<file path="config.mk">
export PLATFORM = sky130hd
export DESIGN_NAME = bit4_down_counter
export DESIGN_NICKNAME = d
export VERILOG_FILES = /design/src/rtl/bit4_pkg.sv /design/src/rtl/bit4_decrementer.sv /design/src/rtl/bit4_down_counter.sv
export SDC_FILE = /design/constraint.sdc
export NUM_CORES = 1
export LEC_CHECK = 0
export BUFFER_PORTS_ARGS = -buffer_cell sky130_fd_sc_hd__buf_2
export CORE_AREA = 2 2 39 41
export CTS_CLUSTER_DIAMETER = 80
export CTS_CLUSTER_SIZE = 8
export DETAILED_ROUTE_END_ITERATION = 10
export DIE_AREA = 0 0 41 43
export GPL_ROUTABILITY_DRIVEN = 0
export PLACE_DENSITY_LB_ADDON = 0.15
export SETUP_SLACK_MARGIN = 0.2
export SYNTH_ARGS = -nofsm -noshare
export SYNTH_HDL_FRONTEND = slang
export SYNTH_SLANG_ARGS = --single-unit
</file>
<file path="constraint.sdc">
create_clock -name CLK -period 1.4 [get_ports CLK]
set_input_delay 0.14 -clock CLK [delete_from_list [all_inputs] [get_ports CLK]]
set_output_delay 0.14 -clock CLK [all_outputs]
set_load 0.02 [all_outputs]
</file>
<file path="src/rtl/bit4_pkg.sv">
// Shared constants and types for the cascadable down counter.
package bit4_pkg;
  localparam int BIT4_WIDTH = 4;
  localparam logic [BIT4_WIDTH-1:0] BIT4_ALL_ONES = '1;

  typedef enum logic [1:0] {
    ST_IDLE,
    ST_RUN,
    ST_WRAP
  } cnt_state_e;
endpackage

</file>
<file path="src/rtl/bit4_decrementer.sv">
// Combinational ripple-borrow decrementer: S = A - Bin, Bout = Bin & (A == 0).
module bit4_decrementer import bit4_pkg::*; #(
  parameter int WIDTH = BIT4_WIDTH
) (
  input  logic [WIDTH-1:0] A,
  input  logic             Bin,
  output logic [WIDTH-1:0] S,
  output logic             Bout
);
  logic [WIDTH:0] brw;

  assign brw[0] = Bin;

  for (genvar i = 0; i < WIDTH; i++) begin : g_bit
    assign S[i]     = A[i] ^ brw[i];
    assign brw[i+1] = brw[i] & ~A[i];
  end

  assign Bout = brw[WIDTH];
endmodule

</file>
<file path="src/rtl/bit4_down_counter.sv">
// Cascadable down counter with parallel load and sticky underflow flag.
// Define BIT4_DOWN_COUNTER_RELOAD_EN to reload Q from D on underflow instead of wrapping.
module bit4_down_counter import bit4_pkg::*; #(
  parameter int WIDTH = BIT4_WIDTH
) (
  input  logic             CLK,
  input  logic             RSTN,
  input  logic             LOAD,
  input  logic [WIDTH-1:0] D,
  input  logic             EN,
  input  logic             Bin,
  input  logic             CLR_UF,
  output logic [WIDTH-1:0] Q,
  output logic             Bout,
  output logic             ZERO,
  output logic             UF
);
  logic             dec;
  logic             uflow;
  logic [WIDTH-1:0] q_dec;
  logic [WIDTH-1:0] q_nxt;
  cnt_state_e       state_q, state_d;

  // Feeding the decrement enable in as borrow-in makes q_dec equal Q when idle
  // and the decrementer's borrow-out exactly the underflow / cascade borrow.
  assign dec = ~LOAD & EN & Bin;

  bit4_decrementer #(.WIDTH(WIDTH)) u_dec (
    .A    (Q),
    .Bin  (dec),
    .S    (q_dec),
    .Bout (uflow)
  );

  assign Bout = uflow;
  assign ZERO = (Q == '0);

  always_comb begin
    q_nxt = q_dec;
    if (LOAD) q_nxt = D;
`ifdef BIT4_DOWN_COUNTER_RELOAD_EN
    else if (uflow) q_nxt = D;
`endif
  end

  always_comb begin
    state_d = state_q;
    case (state_q)
      ST_IDLE: if (LOAD && (D != '0)) state_d = ST_RUN;
      ST_RUN:  if (uflow) state_d = ST_WRAP;
      ST_WRAP: state_d = EN ? ST_RUN : ST_IDLE;
      default: state_d = ST_IDLE;
    endcase
  end

  always_ff @(posedge CLK) begin
    if (!RSTN) begin
      Q       <= '0;
      UF      <= 1'b0;
      state_q <= ST_IDLE;
    end else begin
      Q       <= q_nxt;
      // a same-edge underflow beats any clear
      UF      <= uflow | (UF & ~(CLR_UF | LOAD));
      state_q <= state_d;
    end
  end
endmodule

</file>
==> metrics.txt <==
# TYPE chip_impl_metric gauge
chip_impl_info{name="result_of_the_run",value="finished, violations left"} 1
chip_impl_info{name="failed_checks",value="setup timing"} 1
chip_impl_metric{name="ctsHoldBuffers",unit=""} 0
chip_impl_metric{name="arrival",unit="ns"} 1.36
chip_impl_metric{name="max-slew-margin-rel",unit="%"} 88.07
chip_impl_metric{name="drt.antenna.violating_nets",unit=""} 0
chip_impl_metric{name="fin_nets",unit=""} 70
chip_impl_metric{name="starting_density_of_the_core",unit="%"} 20.52
chip_impl_metric{name="power_switching",unit="uW"} 124.5
chip_impl_metric{name="dr.first_iter.drc_count",unit=""} 0
chip_impl_metric{name="final_min_period_over_clock_period",unit="%"} 107.2
chip_impl_metric{name="placeableCoreArea",unit="um^2"} 1384
chip_impl_metric{name="layout-drive-gt1-share",unit="%"} 65.45
chip_impl_info{name="criticalPathCategory",value="register to output pin"} 1
chip_impl_metric{name="grt_util_all_layers",unit="%"} 10.65
chip_impl_metric{name="maxCapViolCount",unit=""} 0
chip_impl_metric{name="fin_util",unit="%"} 38.52
chip_impl_metric{name="cts_num_sinks",unit=""} 5
chip_impl_metric{name="dr.pass1.iters",unit=""} 1
chip_impl_metric{name="fin_crit",unit="ns"} 1.500
chip_impl_metric{name="buffer_ports.inserted",unit=""} 16
chip_impl_metric{name="grt_max_degree",unit=""} 10
chip_impl_info{name="synth_area_leader_cell",value="dfxtp_1"} 1
chip_impl_metric{name="ir_worst_vdd",unit="mV"} 0.4065
chip_impl_metric{name="netlist-cell-type-count",unit=""} 11
chip_impl_metric{name="num_vias",unit=""} 293
chip_impl_info{name="timing.hold.worst.class",value="primary input to register"} 1
chip_impl_metric{name="edff_count_synth",unit=""} 0
chip_impl_metric{name="dieHeight",unit="um"} 43
chip_impl_metric{name="setup_viol",unit=""} 3
chip_impl_metric{name="number_of_cells_produced_by_synthesis",unit=""} 31
chip_impl_metric{name="powerDensity",unit="nW/um^2"} 834.0
chip_impl_metric{name="hold_viol_final",unit=""} 0
chip_impl_metric{name="cts_max_path_buffers",unit=""} 2
chip_impl_metric{name="mappedNetlistArea",unit="um^2"} 284.0
chip_impl_metric{name="drv_slew",unit=""} 0
chip_impl_metric{name="worstPathRequired",unit="ns"} 1.26
chip_impl_metric{name="combinationalPowerShare",unit="%"} 26.2
chip_impl_metric{name="place_ws",unit="ns"} -0.1268
chip_impl_metric{name="power.internal",unit="uW"} 320.0
chip_impl_info{name="ctsRootBufferMaster",value="clkbuf_4"} 1
chip_impl_metric{name="cts_inserted_buffers",unit=""} 3
chip_impl_metric{name="p_leak",unit="nW"} 0.2389
chip_impl_info{name="worstSetupStartpointType",value="register"} 1
chip_impl_metric{name="worst_setup_hold_path_clk_slew",unit="ns"} 0.04
chip_impl_info{name="clock_tree_from_tritoncts",value="done"} 1
chip_impl_metric{name="stdcell_area",unit="um^2"} 533.0
chip_impl_metric{name="wl",unit="um"} 714
chip_impl_metric{name="antenna_found_initial",unit=""} 0
chip_impl_metric{name="io_pins",unit=""} 17
chip_impl_metric{name="ys_seq_elements",unit=""} 5
chip_impl_metric{name="yosysWarningCount",unit=""} 0
chip_impl_info{name="yosys-top-cells-area",value="dfxtp_1, ha_1, or2_1"} 1
chip_impl_metric{name="clock_power_share",unit="%"} 37.9
chip_impl_metric{name="grt_first_pass_wirelength",unit="um"} 1186
chip_impl_metric{name="layout.filler_cells",unit=""} 146
chip_impl_info{name="synthMostInstantiatedCell",value="nand2_1"} 1
chip_impl_metric{name="vias_in_the_first_global_route",unit=""} 293
chip_impl_metric{name="placed_area",unit="um^2"} 441.7
chip_impl_metric{name="finalPower",unit="uW"} 444.5
chip_impl_metric{name="avgSynthCellArea",unit="um^2"} 9.162
chip_impl_metric{name="die-area",unit="um^2"} 1763
chip_impl_metric{name="timing.critical_path.fanout_max",unit=""} 2
chip_impl_metric{name="wire_per_inst",unit="um"} 10.06
chip_impl_metric{name="worst_slew_pin_slew",unit="ns"} 0.1776
chip_impl_metric{name="cts_max_level",unit=""} 1
chip_impl_metric{name="seqPwrFrac",unit="%"} 36.0
chip_impl_metric{name="worstSkewPairLatency",unit="ns"} 0.24
chip_impl_metric{name="sequential_cell_area_fraction_in_the_yosys_report",unit="%"} 35.24
chip_impl_metric{name="clock.fmax",unit="GHz"} 0.6665
chip_impl_metric{name="finClkSkew",unit="ns"} 0.002559
chip_impl_metric{name="layout-area-overhead-vs-synth",unit="%"} 87.67
chip_impl_metric{name="ratio_of_routed_vias_to_standard_cells",unit=""} 4.127
chip_impl_metric{name="syn_nets",unit=""} 45
chip_impl_metric{name="num_rows",unit=""} 14
chip_impl_info{name="grt_setup_unrepaired",value="true"} 1
chip_impl_metric{name="die-width",unit="um"} 41
chip_impl_metric{name="synth-async-reset-ratio",unit="%"} 0
chip_impl_metric{name="worst_slack",unit="ns"} -0.1003
chip_impl_metric{name="drc",unit=""} 0
chip_impl_info{name="critPathCaptureType",value="output pin"} 1
chip_impl_info{name="synthFlopType",value="dfxtp_1"} 1
chip_impl_metric{name="grt_overflow_total",unit=""} 0
chip_impl_info{name="post_synth_most_frequent_cells",value="nand2_1, dfxtp_1, ha_1, inv_1, or2_1"} 1
chip_impl_metric{name="synthDominantCellAreaShare",unit="%"} 35.24
chip_impl_metric{name="fraction_of_power_spent_switching_nets",unit="%"} 28.02
chip_impl_metric{name="num_antenna_cells",unit=""} 0
chip_impl_metric{name="hold_ws",unit="ns"} 0.08130
what timing repair did:
action,in CTS,in global routing
pin swaps,5,3
endpoints found under the setup margin,5,5
resized for setup,2,8
setup buffers,1,2
metal layers:
metal	GRT usage, %	wire length, um	up-vias
li1	-	-	150
met3	9.424	76	0
met2	14.06	317	14
met1	12.90	319	129
met5	0	0	-
met4	2.000	0	0
state kept, by name, indices dropped and copies added (netlist names):
register,count
Q,4
UF,1
final timing paths:
| kind | start | to | slack [ns] | cells after the start |
|---|---|---|---|---|
| max | Q[0]$_SDFF_PN0_ | Bout | -0.10 | 6 |
| min | CLR_UF | UF$_SDFF_PN0_ | 0.08 | 2 |
| max reg2reg | Q[0]$_SDFF_PN0_ | UF$_SDFF_PN0_ | -0.03 | 9 |
| min reg2reg | UF$_SDFF_PN0_ | UF$_SDFF_PN0_ | 0.47 | 2 |
critical path: stages, from the launching register on:
cell and delay (ns):
dfxtp_4 0.34, inv_2 0.04, ha_4 0.15, ha_4 0.16
ha_4 0.15, ha_4 0.15, buf_6 0.12
cells by family after synthesis:
kind of cell / count (synthesis) / synth area share (%)
flops: 5 / 35.24
buf+inv: 5 / 9.249
fa+ha+maj: 4 / 17.62
simple gates: 12 / 22.03
compound gates: 5 / 15.86
stage by stage:
| step | TNS [ns] | cells |
|---|---|---|
| floorplan | -0.07738 | 31 |
| global placement | -0.1333 | 64 |
| detailed placement | -0.1268 | 64 |
| CTS | -0.1535 | 69 |
| global route | -0.3050 | 71 |
| finish | -0.1524 | 71 |
cell usage in the layout (no fill, tap or decap), types with 3 or more instances in the layout:
cell type,n
buf_2,14
inv_1,3
a21boi_2,3
nand2_1,5
or2_1,4
clkbuf_4,3
dfxtp_1,4
buf_6,3
buf_4,4
ha_4,4
power by group through the flow:
stage                     logic, mW  clock network [mW]  registers, mW
after floorplan              0.0521                   0          0.170
after global placement       0.0999                   0          0.160
after detailed placement     0.0977                   0          0.160
after CTS                     0.101               0.175          0.158
after global routing          0.131               0.193          0.161
final                         0.116               0.168          0.160
layout make-up:
type,count,area [um^2],area share [%]
multi-input combinational,21,234.0,43.90
timing repair buffer,21,133.9,25.12
sequential,5,103.9,19.48
clock buffer,4,26.28,4.930
tap,16,20.02,3.756
inverter,4,15.01,2.817
Power figures use the tool's default switching activity.
